==> src/rtl/zeroriscy_dsram_arb.sv <==
// zeroriscy_dsram_arb: one-access-per-cycle arbiter between a 32-bit core port and a 256-bit-row accelerator burst port.
// Define DSRAM_ARB_RR_EN for round-robin sharing under contention during bursts; otherwise the core has strict priority.
module zeroriscy_dsram_arb #(
    parameter int ROW_AW = 12,
    parameter int LEN_W  = 8
) (
    input  logic              clk,
    input  logic              reset,
    input  logic              p_req,
    input  logic              p_we,
    input  logic [3:0]        p_be,
    input  logic [31:0]       p_addr,
    input  logic [31:0]       p_wdata,
    output logic              p_gnt,
    output logic              p_rvalid,
    output logic [31:0]       p_rdata,
    input  logic              a_req,
    input  logic [ROW_AW-1:0] a_addr,
    input  logic [LEN_W-1:0]  a_len,
    output logic              a_gnt,
    output logic              a_rvalid,
    output logic [255:0]      a_rdata,
    output logic              a_done,
    output logic [ROW_AW-1:0] r_addr,
    output logic [7:0]        r_cs,
    output logic              r_we,
    output logic [3:0]        r_be,
    output logic [31:0]       r_din,
    input  logic [255:0]      r_dout
);
    typedef enum logic {IDLE, BURST} state_t;
    state_t state, state_nx;
    logic [ROW_AW-1:0] row;
    logic [LEN_W:0] beats;
    logic core, beat, p_rv, a_rv, a_last;
    logic [2:0] lane;
    logic unused_addr_bits;
    assign unused_addr_bits = ^{p_addr[31:ROW_AW+5], p_addr[1:0]};
`ifdef DSRAM_ARB_RR_EN
    logic acc_last;
`endif
    always_comb begin
        state_nx = state;
        core = 1'b0;
        beat = 1'b0;
        a_gnt = 1'b0;
        if (!reset) begin
            if (state == IDLE) begin
                core = p_req;
                a_gnt = a_req;
                state_nx = a_req ? BURST : IDLE;
            end else begin
`ifdef DSRAM_ARB_RR_EN
                beat = !p_req || !acc_last;
`else
                beat = !p_req;
`endif
                core = p_req && !beat;
                state_nx = (beat && beats == (LEN_W+1)'(1)) ? IDLE : BURST;
            end
        end
    end
    assign p_gnt = core;
    assign r_addr = core ? p_addr[ROW_AW+4:5] : beat ? row : '0;
    assign r_cs = core ? (8'h01 << p_addr[4:2]) : beat ? 8'hFF : 8'h00;
    assign r_we = core && p_we;
    assign r_be = core ? p_be : 4'h0;
    assign r_din = core ? p_wdata : 32'h0;
    always_ff @(posedge clk) begin
        if (reset) begin
            state <= IDLE;
            row <= '0;
            beats <= '0;
            p_rv <= 1'b0;
            a_rv <= 1'b0;
            a_last <= 1'b0;
            lane <= '0;
        end else begin
            state <= state_nx;
            p_rv <= core;
            a_rv <= beat;
            a_last <= beat && beats == (LEN_W+1)'(1);
            if (core) lane <= p_addr[4:2];
            if (a_gnt) begin
                row <= a_addr;
                beats <= (LEN_W+1)'(a_len) + (LEN_W+1)'(1);
            end else if (beat) begin
                row <= row + ROW_AW'(1);
                beats <= beats - (LEN_W+1)'(1);
            end
        end
    end
`ifdef DSRAM_ARB_RR_EN
    // Winner memory only moves on contended burst cycles; each new burst starts favouring the accelerator.
    always_ff @(posedge clk) begin
        if (reset || a_gnt) acc_last <= 1'b0;
        else if (state == BURST && p_req) acc_last <= beat;
    end
`endif
    // Gating with reset suppresses responses of beats still in flight when reset hits.
    assign p_rvalid = p_rv && !reset;
    assign p_rdata = p_rvalid ? r_dout[{lane, 5'd0} +: 32] : 32'h0;
    assign a_rvalid = a_rv && !reset;
    assign a_rdata = a_rvalid ? r_dout : 256'h0;
    assign a_done = a_rvalid && a_last;
endmodule

==> config.mk <==
export PLATFORM = sky130hd
export DESIGN_NAME = zeroriscy_dsram_arb
export DESIGN_NICKNAME = d
export VERILOG_FILES = /design/src/rtl/zeroriscy_dsram_arb.sv
export SDC_FILE = /design/constraint.sdc
export NUM_CORES = 1
export LEC_CHECK = 0
export ABC_AREA = 1
export CAP_MARGIN = 20
export CORE_AREA = 3 3 272 274
export CTS_CLUSTER_DIAMETER = 150
export DETAILED_ROUTE_END_ITERATION = 16
export DIE_AREA = 0 0 275 277
export GPL_TIMING_DRIVEN = 0
export HOLD_SLACK_MARGIN = 0.06
export RECOVER_POWER = 25
export SLEW_MARGIN = 10
export SYNTH_ARGS = -nofsm -noshare
export SYNTH_HDL_FRONTEND = slang
export SYNTH_SLANG_ARGS = --single-unit
==> constraint.sdc <==
create_clock -name clk -period 5 [get_ports clk]
set_input_delay 1.5 -clock clk [delete_from_list [all_inputs] [get_ports clk]]
set_output_delay 1.5 -clock clk [all_outputs]
set_load 0.03 [all_outputs]
==> summary.md, run 1 <==
| Metric | Value |
|---|---|
| Die width | `275 um` |
| Total global routing track utilization | `17.8%` |
| Post-synth net total | `1719` |
| Final critical-path setup slack | `0.0540 ns` |
| Most common cell after layout, fill and taps aside | `sky130_fd_sc_hd__clkdlybuf4s50_1` |
| Fill cell count | `8320` |
| Core area | `71600 um^2` |
| Category of the most critical setup path | `input port to output pin` |
| Routability-driven placement congestion ratio | `0.894` |
| Highest-delay cell along the critical path | `sky130_fd_sc_hd__clkdlybuf4s50_1` |
| Post-synthesis instance area | `6410 um^2` |
| Register clock-pin slew on the reported worst setup and hold paths | `0.07 ns` |
| Critical-path cell list | `buf_6 > inv_4 > nand2_2 > buf_4 > buf_2 > nor2_1 > clkdlybuf4s50_1` |
| Worst rel slew slack | `28.3%` |
| Total placed cells including tap cells | `2998` |
| Number of hold buffers added after CTS | `0` |
| Clock root buffer | `sky130_fd_sc_hd__clkbuf_16` |
| Highest fanout seen on the critical path | `10` |
| Setup slack of the most critical reg-to-reg path | `2.59 ns` |
| Fraction of the mapped netlist area in simple logic gates | `34.3%` |
| Dominant combinational cell family by area after synthesis | `simple AND/OR/NAND/NOR gates` |
| Reported leakage power | `6.76 nW` |
| Detailed-route wire length per cell | `24.1 um` |
| Distinct cells, synth | `34` |
| Crit path arrival time | `3.45 ns` |
| Growth of design area from synthesis to finish | `125%` |
| Setup repair bufs after CTS | `0` |
| Fraction of the mapped netlist area in adder cells | `0.781%` |
| Clock Path Buffers | `2` |
| Post-route minimum period | `4.95 ns` |
| Worst setup path start | `reset` |
| Number of cells on the worst reg-to-reg path | `8` |
| Count of max-cap constraint violations | `0` |
| Result of the run | `finished clean` |
| First-pass GRT wire length | `93800 um` |
| Kind of end point of the critical path | `output pin` |
| Number of enable-type register cells in the synthesized netlist | `0` |
| Maximum level of the CTS H-tree | `1` |
| Clock tree skew after final layout | `0.00392 ns` |
| Wirelength, routed | `72500 um` |
| Count of standard-cell rows | `98` |
| TritonCTS clock tree | `yes` |
| Routed vias | `11500` |
| WP data required | `3.50 ns` |
| Source of the worst register-to-register timing path | `state` |
| Maximum vdd drop | `0.119 mV` |
| Ports | `699` |
| Mux share of post-synthesis cell area | `0%` |
| Number of detailed-route iterations in the first pass | `5` |
| Clock insertion delay at the later pin of the skew report | `0.27 ns` |
| Combined area of the multi-input logic cells | `4080 um^2` |
| Capture instance of the worst register-to-register path | `beats[7]` |
| Detailed Place HPWL | `62800 um` |
| Area of the die | `76200 um^2` |
| Power Dens Cells | `106 nW/um^2` |
| Flop and latch count out of synthesis | `28` |
| Clock buffers created by TritonCTS | `3` |
| Number of cells on the critical path | `7` |
| Final Net Count | `2406` |
| Count of pins over their slew limit | `0` |
| Number of buffer and inverter stages on the critical path | `5` |
| Async set-or-reset flop fraction in the synthesized netlist | `0%` |
| Vias in the first global route | `11500` |
| Largest net degree at the start of global routing | `17` |
| Final global-route overflow total | `0` |
| Max Fclk | `202 MHz` |
| Minimum setup slack after placement | `-0.638 ns` |
| Post-route clock period utilization | `98.9%` |
| Slew at the pin with the worst max-slew slack | `1.08 ns` |
| Crit path largest cell delay | `0.73 ns` |
| Antenna violations before repair | `23` |
| Commonest cells after routing, fill and taps aside | `569 x sky130_fd_sc_hd__clkdlybuf4s50_1, 333 x sky130_fd_sc_hd__inv_1, 326 x sky130_fd_sc_hd__nor2_1` |
| Crit path launch type | `input port` |
| Number of sinks driven by the clock tree | `28` |
| Final Instance Count excl. Fillers | `3006` |
| Residual antenna-violating net count after detailed routing | `0` |
| Sequential-to-total area share from yosys stat | `8.74%` |
| Critical Path End | `a_rdata[110]` |
| Count of final hold-check violations | `0` |
| Yosys Warn Count | `0` |
| Footprint of the flip-flops and latches | `561 um^2` |
| Critical path's top delay family | `buffers and inverters` |
| Synth Area in Compound Gates | `27.8%` |
| Kind of path behind the tightest hold check | `flop to flop` |
| Mapped Avg Cell Area | `4.69 um^2` |
| Vertical die dimension | `277 um` |
| Post-detailed-route via-to-cell ratio | `3.82` |
| Gate Count Post-Synth | `1366` |
| XOR/XNOR Fraction of Synth Area | `0.683%` |
| Starting utilization of the core area | `8.95%` |
| Fraction of layout instances using a drive strength above 1 | `4.00%` |
| Setup repair after global routing missed its margin | `false` |
| Dominant synthesized flop cell | `sky130_fd_sc_hd__dfxtp_1` |
| Count of unresolved DRC violations after routing | `0` |
| Final number of setup-violating endpoints | `0` |
| Input/output buffers | `680` |
| Initial DRC count | `739` |
Yosys cell counts, types with 3 or more instances:
cell / n / area [um^2]
sky130_fd_sc_hd__a21oi_1: 207 / 1040
sky130_fd_sc_hd__buf_1: 10 / 37.5
sky130_fd_sc_hd__buf_2: 45 / 225
sky130_fd_sc_hd__buf_6: 12 / 135
sky130_fd_sc_hd__clkbuf_1: 26 / 97.6
sky130_fd_sc_hd__dfxtp_1: 28 / 561
sky130_fd_sc_hd__ha_1: 4 / 50.1
sky130_fd_sc_hd__inv_1: 333 / 1250
sky130_fd_sc_hd__inv_4: 3 / 18.8
sky130_fd_sc_hd__nand2_1: 147 / 552
sky130_fd_sc_hd__nand3_1: 53 / 265
sky130_fd_sc_hd__nand4_1: 7 / 43.8
sky130_fd_sc_hd__nor2_1: 325 / 1220
sky130_fd_sc_hd__nor2_2: 5 / 31.3
sky130_fd_sc_hd__nor3_1: 3 / 15.0
sky130_fd_sc_hd__o21ai_0: 110 / 551
sky130_fd_sc_hd__o21ai_1: 22 / 110
sky130_fd_sc_hd__o221ai_1: 3 / 26.3
sky130_fd_sc_hd__xor2_1: 3 / 26.3
timing repair:
action,CTS,global route
setup endpoints to repair,292,22
cloned,0,0
gates resized for setup,96,22
cell families after synthesis:
kind of cell / after synthesis
and+or+nand+nor: 548
buffers and inverters: 431
AOI/OAI and AO/OA: 350
DFF: 28
xor gates and xnor gates: 5
adders and majority gates: 4
worst reg2reg max path: stages, from the launching register on:
cell	delay, ns
sky130_fd_sc_hd__dfxtp_1	0.36
sky130_fd_sc_hd__nor2_1	0.43
sky130_fd_sc_hd__nand2_1	0.25
sky130_fd_sc_hd__nand2_1	0.34
sky130_fd_sc_hd__clkinvlp_2	0.50
sky130_fd_sc_hd__nand2_1	0.17
sky130_fd_sc_hd__nand3_1	0.08
sky130_fd_sc_hd__nor2_1	0.11
sky130_fd_sc_hd__nor2_1	0.04
worst min path at each step:
stage / cells after the start / from / slack, ns / to
floorplan: 2 / row[10] / 0.46 / row[10]
global placement: 2 / row[10] / 0.48 / row[10]
detailed placement: 2 / row[10] / 0.49 / row[10]
CTS: 2 / row[10] / 0.50 / row[10]
global route: 2 / row[10] / 0.53 / row[10]
finish: 2 / row[10] / 0.50 / row[10]
per-layer routing:
| metal | part of all wire [%] | GRT usage (%) | up-vias |
|---|---|---|---|
| li1 | - | - | 5519 |
| met1 | 41 | 21.3 | 5249 |
| met2 | 49 | 32.5 | 631 |
| met3 | 8.4 | 4.44 | 78 |
| met4 | 1.8 | 2.53 | 16 |
| met5 | 0.14 | 0 | - |
layout make-up:
cell class | instances | area share [%]
timing repair buffer | 682 | 46.3
multi-input combinational | 907 | 28.2
inverter | 338 | 8.83
tap | 950 | 8.23
sequential | 28 | 3.88
buffer | 93 | 3.70
clock buffer | 3 | 0.520
clock inverter | 1 | 0.208
antenna | 4 | 0.0693
power breakdown:
| group | switching [mW] | internal, mW |
|---|---|---|
| combinational | 0.600 | 0.433 |
| sequential | 0.0133 | 0.237 |
| clock | 0.0843 | 0.160 |
stage by stage:
step | total power [mW] | setup TNS [ns] | hold WS, ns | utilization, % | area (um^2)
2_1_floorplan | 0.691 | 0 | 0.457 | - | 6410
3_3_place_gp | 1.31 | -60.13 | 0.475 | 20.1 | 14400
3_5_place_dp | 1.31 | -56.25 | 0.487 | 20.2 | 14400
4_1_cts | 1.55 | 0 | 0.497 | 20.3 | 14500
5_1_grt | 1.61 | 0 | 0.530 | 20.2 | 14400
6_report | 1.53 | 0 | 0.497 | 20.2 | 14400
registers in the layout, indices dropped and copies added (netlist names):
| name | flops |
|---|---|
| row | 12 |
| lane | 3 |
| p_rv | 1 |
| a_last | 1 |
| beats | 9 |
| state | 1 |
| a_rv | 1 |
(Power assumes the default switching activity.)
==> inputs of run 2 (changes only) <==
Settings changed: SETUP_SLACK_MARGIN set to 0.5.
==> run 2 against run 1 <==
Register-to-register slack is essentially flat. Clock power is essentially flat. Sequential cell count is the same. Die area is the same. Critical path depth is the same. Cell area shrank 1.4%. Global-route usage grew 0.067 points. Core utilization shrank 0.28 points. Count of clock-buffer cells in the layout is the same. Sequential share of layout area grew 0.055 points. Critical path type unchanged. Largest power group unchanged. Highest routed layer unchanged.
==> summary.md, run 2 (synthesized netlist as in run 1, its figures left out) <==
| Metric | Value |
|---|---|
| Final cell utilization of the core | `19.9% (-0.28 points)` |
| Category of the most critical setup path | `input port to output pin` |
| Largest net degree at the start of global routing | `17 (unchanged)` |
| Max Fclk | `212 MHz (+4.9%)` |
| Final Instance Count excl. Fillers | `3010 (+0.13%)` |
| Count of unresolved DRC violations after routing | `0 (unchanged)` |
| Largest register by flop count | `row` |
| WP data required | `3.50 ns (about the same)` |
| Post-detailed-route via-to-cell ratio | `3.81 (-0.23%)` |
| Met1 usage | `21.3% (+0.052 points)` |
| Final global-route overflow total | `0 (unchanged)` |
| Fill cell count | `8382 (+0.75%)` |
| Clock Path Buffers | `2 (unchanged)` |
| Placement Cell Area | `14400 um^2 (unchanged)` |
| Final critical-path setup slack | `0.286 ns (+0.232 ns)` |
| Crit path arrival time | `3.21 ns (-0.24 ns)` |
| Setup TNS | `0 ns (unchanged)` |
| Starting utilization of the core area | `8.95% (unchanged)` |
| Core area | `71600 um^2 (unchanged)` |
| Wirelength, routed | `72700 um (+0.28%)` |
| Fraction of layout instances using a drive strength above 1 | `10.8% (+6.8 points)` |
| Clock tree skew after final layout | `0.00329 ns (-0.000627 ns)` |
| Routed vias | `11500 (-0.096%)` |
| Reported leakage power | `7.46 nW (+10%)` |
| Post-route minimum period | `4.71 ns (-0.232 ns)` |
| Design Power | `1.52 mW (-0.23%)` |
| Total placed cells including tap cells | `2998 (unchanged)` |
| Detailed Place HPWL | `62800 um (unchanged)` |
| Footprint of the flip-flops and latches | `561 um^2 (unchanged)` |
| Worst rel slew slack | `32.4% (+4.1 points)` |
| Combined area of the multi-input logic cells | `4160 um^2 (+2.0%)` |
| Maximum vdd drop | `0.119 mV (about the same)` |
| Minimum setup slack after placement | `-0.638 ns (unchanged)` |
| Count of final hold-check violations | `0 (unchanged)` |
| Routability-driven placement congestion ratio | `0.894 (unchanged)` |
| Power Dens Cells | `107 nW/um^2 (+1.2%)` |
| Antenna violations before repair | `23 (unchanged)` |
| Largest registers | `row x12, beats x9, lane x3` |
| Setup slack of the most critical reg-to-reg path | `2.58 ns (about the same)` |
| First-pass GRT wire length | `94100 um (+0.38%)` |
| Kind of end point of the critical path | `output pin` |
| Kind of path behind the tightest hold check | `flop to flop` |
| Count of standard-cell rows | `98 (unchanged)` |
| Number of sinks driven by the clock tree | `28 (unchanged)` |
| Final number of setup-violating endpoints | `0 (unchanged)` |
| Growth of design area from synthesis to finish | `122%` |
| Maximum level of the CTS H-tree | `1 (unchanged)` |
| Most heavily used metal layer in global routing | `met2` |
| Total global routing track utilization | `17.9% (+0.067 points)` |
| Die width | `275 um (unchanged)` |
| Result of the run | `finished clean` |
| Highest fanout seen on the critical path | `10 (unchanged)` |
| Final Net Count | `2411 (+0.21%)` |
| Commonest cells after routing, fill and taps aside | `332 x sky130_fd_sc_hd__inv_1, 329 x sky130_fd_sc_hd__clkdlybuf4s50_1, 325 x sky130_fd_sc_hd__nor2_1` |
| Clock buffers created by TritonCTS | `3 (unchanged)` |
| Clock insertion delay at the later pin of the skew report | `0.26 ns (about the same)` |
| Count of pins over their slew limit | `0 (unchanged)` |
| Crit path launch type | `input port` |
| Number of detailed-route iterations in the first pass | `5 (unchanged)` |
| Routing usage on met3 | `4.48% (+0.043 points)` |
| Initial DRC count | `719 (-2.7%)` |
| Setup repair after global routing missed its margin | `true` |
| Count of max-cap constraint violations | `0 (unchanged)` |
| Detailed-route wire length per cell | `24.1 um (+0.14%)` |
| Final non-filler cell area | `14200 um^2 (-1.4%)` |
| Input/output buffers | `680 (unchanged)` |
| Clock root buffer | `sky130_fd_sc_hd__clkbuf_16` |
| Register clock-pin slew on the reported worst setup and hold paths | `0.07 ns (about the same)` |
| Most common cell after layout, fill and taps aside | `sky130_fd_sc_hd__inv_1` |
| Min Hold Slack | `0.497 ns (+0.000336 ns)` |
| Number of flip-flops in the largest register | `12 (unchanged)` |
| TritonCTS clock tree | `yes` |
| Vias in the first global route | `11600 (+0.52%)` |
| Ports | `699 (unchanged)` |
| Post-route clock period utilization | `94.3% (-4.6 points)` |
| Area of the die | `76200 um^2 (unchanged)` |
| Residual antenna-violating net count after detailed routing | `0 (unchanged)` |
| Vertical die dimension | `277 um (unchanged)` |
| Met2 demand-to-capacity share in global routing | `32.5% (+0.077 points)` |
| Slew at the pin with the worst max-slew slack | `1.01 ns (-0.0613 ns)` |
-- run 2: changes by cell type in the layout (fill, tap and decap cells not counted), moves of 16 or more --
cell | previous run | this run
sky130_fd_sc_hd__clkdlybuf4s50_1 | 569 | 329
sky130_fd_sc_hd__dlygate4sd3_1 | 24 | 2
sky130_fd_sc_hd__dlygate4sd2_1 | 64 | 186
sky130_fd_sc_hd__clkbuf_2 | 4 | 21
sky130_fd_sc_hd__clkbuf_1 | 37 | 53
sky130_fd_sc_hd__buf_2 | 30 | 46
sky130_fd_sc_hd__clkdlybuf4s15_2 | 2 | 62
-- run 2: worst max-delay path: stages --
cell                            delay (ns)
sky130_fd_sc_hd__buf_6                0.14
sky130_fd_sc_hd__inv_4                0.12
sky130_fd_sc_hd__nand2_4              0.12
sky130_fd_sc_hd__clkbuf_2             0.41
sky130_fd_sc_hd__buf_4                0.34
sky130_fd_sc_hd__nor2_1               0.12
sky130_fd_sc_hd__dlygate4sd2_1        0.43
-- run 2: report_power, final --
| part | total (mW) | switching (mW) | leakage (nW) | internal (mW) |
|---|---|---|---|---|
| clock network | 0.242 | 0.0825 | 0.0511 | 0.160 |
| logic | 1.03 | 0.606 | 7.18 | 0.425 |
| registers | 0.250 | 0.0133 | 0.230 | 0.237 |
-- run 2: routing by layer --
| layer | vias up | share of wire, % |
|---|---|---|
| met1 | 5244 | 40 |
| met5 | - | 0.15 |
| met4 | 16 | 2.0 |
| li1 | 5526 | - |
| met2 | 615 | 48 |
| met3 | 81 | 9.0 |
-- run 2: path summary, 6_finish.rpt --
kind / start / endpoint / cells after the start
worst min-delay path: row[10] / row[10] / 2
worst min register to register: row[10] / row[10] / 2
worst max register to register: state / beats[7] / 8
worst max-delay path: reset / a_rdata[239] / 7
-- run 2: what timing repair did --
action / CTS / global route
hold buffers: 0 / 0
endpoints found under the setup margin: 350 / 249
endpoints found under the hold margin: 0 / 0
gates resized for setup: 692 / 135
buffers inserted: 4 / 1
pin swaps: 6 / 4
gates cloned: 0 / 0
-- run 2: area by class of cell --
cell class / count / area share (%)
Timing Repair Buffer: 687 / 44.5
Multi-Input combinational cell: 907 / 29.2
Inverter: 338 / 8.98
Tap cell: 950 / 8.35
Buffer: 93 / 4.19
Sequential cell: 28 / 3.94
Clock buffer: 3 / 0.527
Clock inverter: 1 / 0.211
Antenna cell: 3 / 0.0527
==> inputs of run 3 (changes only) <==
Settings changed: ABC_AREA 1 to unset, CORE_AREA 3 3 272 274 to 3 3 273 275, DIE_AREA 0 0 275 277 to 0 0 276 278.
==> run 3 against run 2 <==
Die area grew 0.73%. Sequential power rose by 4%. Synthesized cell count is 49% lower. Synthesized area shrank 11%. Wire length fell by 12%. Cell area is 3.4% lower. Clock skew increased by 0.0016 ns. Non-clock buffer count shrank 14. Hold slack better by 0.00076 ns. Core utilization down 0.94 points. First-iteration DRC count is 34% lower. Final cell count is 21% lower. Critical endpoint is now r_din[3].
==> summary.md, run 3 <==
| Metric | Value |
|---|---|
| Result of the run | `finished clean` |
| Share of the synthesized area in the top cell type | `32.6% (+13 points)` |
| Post-detailed-route via-to-cell ratio | `3.66 (-4.0%)` |
| Area of the die | `76700 um^2 (+0.73%)` |
| Sequential-to-total area share from yosys stat | `9.84% (+1.1 points)` |
| Post-synthesis instance area | `5700 um^2 (-11%)` |
| Fraction of layout instances using a drive strength above 1 | `28.4% (+18 points)` |
| Final number of setup-violating endpoints | `0 (unchanged)` |
| Final global-route overflow total | `0 (unchanged)` |
| Final critical-path setup slack | `0.285 ns (-0.00135 ns)` |
| Kind of end point of the critical path | `output pin` |
| Clock tree skew after final layout | `0.00491 ns (+0.00162 ns)` |
| Count of max-cap constraint violations | `0 (unchanged)` |
| Count of pins over their slew limit | `0 (unchanged)` |
| Worst rel slew slack | `34.9% (+2.5 points)` |
| Core area | `72600 um^2 (+1.4%)` |
| Count of standard-cell rows | `99 (+1.0%)` |
| Category of the most critical setup path | `input port to output pin` |
| Minimum setup slack after placement | `-1.86 ns (-1.23 ns)` |
| Input/output buffers | `680 (unchanged)` |
| Detailed-route wire length per cell | `26.8 um (+11%)` |
| Clock insertion delay at the later pin of the skew report | `0.27 ns (about the same)` |
| Crit path launch type | `input port` |
| Vias in the first global route | `8940 (-23%)` |
| Kind of path behind the tightest hold check | `flop to flop` |
| Maximum level of the CTS H-tree | `1 (unchanged)` |
| Vertical die dimension | `278 um (+0.36%)` |
| Count of unresolved DRC violations after routing | `0 (unchanged)` |
| WP data required | `3.50 ns (about the same)` |
| Largest net degree at the start of global routing | `17 (unchanged)` |
| Growth of design area from synthesis to finish | `141%` |
| Highest fanout seen on the critical path | `10 (unchanged)` |
| TritonCTS clock tree | `yes` |
| Ranking of synthesized cells by instance count | `297 x sky130_fd_sc_hd__and2_1, 64 x sky130_fd_sc_hd__mux4_2, 56 x sky130_fd_sc_hd__clkbuf_1` |
| Routability-driven placement congestion ratio | `0.917 (+2.6%)` |
| Number of flip-flops in the largest register | `12 (unchanged)` |
| Commonest cells after routing, fill and taps aside | `313 x sky130_fd_sc_hd__clkdlybuf4s50_1, 287 x sky130_fd_sc_hd__and2_1, 131 x sky130_fd_sc_hd__clkdlybuf4s15_2` |
| Async set-or-reset flop fraction in the synthesized netlist | `0% (unchanged)` |
| Final cell utilization of the core | `18.9% (-0.94 points)` |
| Clock root buffer | `sky130_fd_sc_hd__clkbuf_16` |
| Detailed Place HPWL | `56300 um (-10%)` |
| Dominant synthesized flop cell | `sky130_fd_sc_hd__dfxtp_1` |
| Placement Cell Area | `13800 um^2 (-4.5%)` |
| Gate Count Post-Synth | `698 (-49%)` |
| Yosys Warn Count | `0 (unchanged)` |
| Post-route clock period utilization | `94.3% (about the same)` |
| Die width | `276 um (+0.36%)` |
| Number of enable-type register cells in the synthesized netlist | `0 (unchanged)` |
| Flop and latch count out of synthesis | `28 (unchanged)` |
| Wirelength, routed | `63800 um (-12%)` |
| Fill cell count | `8274 (-1.3%)` |
| Post-synth net total | `1051 (-39%)` |
| Distinct cells, synth | `50 (+47%)` |
| Starting utilization of the core area | `7.85% (-1.1 points)` |
| Number of hold buffers added after CTS | `0 (unchanged)` |
| Cell accounting for the most synthesized area | `sky130_fd_sc_hd__and2_1` |
| First-pass GRT wire length | `82000 um (-13%)` |
| Initial DRC count | `475 (-34%)` |
| Footprint of the flip-flops and latches | `561 um^2 (unchanged)` |
| Setup repair after global routing missed its margin | `true` |
| Power Dens Cells | `104 nW/um^2 (-2.9%)` |
| Post-route minimum period | `4.72 ns (+0.00135 ns)` |
| Maximum vdd drop | `0.154 mV (+30%)` |
| Antenna violations before repair | `66 (+190%)` |
| Routed vias | `8720 (-24%)` |
| Library cell with the highest instance count after synthesis | `sky130_fd_sc_hd__and2_1` |
| Mapped Avg Cell Area | `8.16 um^2 (+74%)` |
| Number of detailed-route iterations in the first pass | `5 (unchanged)` |
| Count of final hold-check violations | `0 (unchanged)` |
| Combined area of the multi-input logic cells | `4850 um^2 (+17%)` |
| Largest register by flop count | `row` |
| Most common cell after layout, fill and taps aside | `sky130_fd_sc_hd__clkdlybuf4s50_1` |
| Slew at the pin with the worst max-slew slack | `0.977 ns (-0.0372 ns)` |
| Max Fclk | `212 MHz (about the same)` |
| Final Net Count | `1753 (-27%)` |
| Residual antenna-violating net count after detailed routing | `0 (unchanged)` |
| Final non-filler cell area | `13800 um^2 (-3.4%)` |
| Largest cells by area after synthesis | `sky130_fd_sc_hd__and2_1 33%, sky130_fd_sc_hd__mux4_2 25%, sky130_fd_sc_hd__dfxtp_1 9.8%, sky130_fd_sc_hd__mux2i_1 6.3%, sky130_fd_sc_hd__clkbuf_1 3.7%` |
| Crit path arrival time | `3.22 ns (about the same)` |
| Register clock-pin slew on the reported worst setup and hold paths | `0.08 ns (about the same)` |
| Clock Path Buffers | `2 (unchanged)` |
| Ports | `699 (unchanged)` |
| Number of sinks driven by the clock tree | `28 (unchanged)` |
| Clock buffers created by TritonCTS | `3 (unchanged)` |
| Total global routing track utilization | `15.7% (-2.2 points)` |
| Reported leakage power | `5.48 nW (-26%)` |
| Largest registers | `row x12, beats x9, lane x3` |
==> run 3: cell types whose count changed after synthesis, sizes merged, moves of 30 or more <==
cell / previous run / this run
a21oi: 207 / 11
and2: 0 / 297
buf: 67 / 13
clkbuf: 26 / 56
inv: 338 / 4
mux2i: 0 / 36
mux4: 0 / 64
nand2: 150 / 18
nand3: 54 / 13
nor2: 331 / 55
o21ai: 132 / 10
==> run 3: path summary, 6_finish.rpt <==
| kind | startpoint | endpoint | slack (ns) | cells past startpoint |
|---|---|---|---|---|
| worst max-delay path | reset | r_din[3] | 0.28 | 7 |
| worst min-delay path | row[1] | row[1] | 0.50 | 2 |
| worst max register to register | state | row[7] | 2.98 | 9 |
| worst min register to register | row[1] | row[1] | 0.50 | 2 |
==> run 3: report_power, final <==
group / switching [mW] / leakage (nW) / internal, mW
clock: 0.0858 / 0.0512 / 0.160
sequential: 0.0201 / 0.231 / 0.239
combinational: 0.455 / 5.20 / 0.469
total: 0.561 / 5.48 / 0.868
==> run 3: cell families after synthesis <==
kind of cell    synth area share (%)
compound gates                  7.20
xor+xnor                        1.38
fa+ha+maj                      0.879
buf+inv                         5.40
flops                           9.84
mux                             32.4
simple gates                    42.9
==> run 3: routing by layer <==
metal	GRT usage [%]	vias up	part of all wire, %	wire length [um]
met5	0	-	0.38	241
met4	4.73	40	3.1	1960
met3	7.71	102	13	8250
met2	24.8	610	44	28300
met1	18.7	4103	39	25100
li1	-	3865	-	-
==> run 3: metrics by stage <==
| stage | TNS (ns) | hold slack [ns] | total power [mW] | std cells |
|---|---|---|---|---|
| after floorplan | 0 | 0.461 | 0.646 | 698 |
| after global placement | -413.91 | 0.491 | 1.21 | 2337 |
| after detailed placement | -396.40 | 0.490 | 1.21 | 2343 |
| after CTS | 0 | 0.501 | 1.45 | 2352 |
| after global routing | 0 | 0.534 | 1.49 | 2367 |
| final | 0 | 0.498 | 1.43 | 2381 |
==> run 3: layout make-up <==
class	count	area share (%)
timing repair buffer	697	46.1
inverter	5	0.146
multi-input combinational	596	35.3
antenna	23	0.419
clock buffer	3	0.546
clock inverter	1	0.218
tap	959	8.73
buffer	69	4.50
sequential	28	4.08
==> run 3: critical path, stage by stage <==
cell and delay [ns]:
sky130_fd_sc_hd__clkbuf_1 0.16, sky130_fd_sc_hd__clkbuf_1 0.50, sky130_fd_sc_hd__nor2b_4 0.09, sky130_fd_sc_hd__buf_12 0.16, sky130_fd_sc_hd__clkbuf_1 0.22, sky130_fd_sc_hd__and2_1 0.24, sky130_fd_sc_hd__clkdlybuf4s15_1 0.34
==> run 3: what timing repair did <==
item                                    in CTS  in global routing
buffers inserted                             3                  5
cloned                                       2                  1
gates resized for setup                   1158                194
endpoints found under the setup margin     350                318
pin swaps                                    0                  2
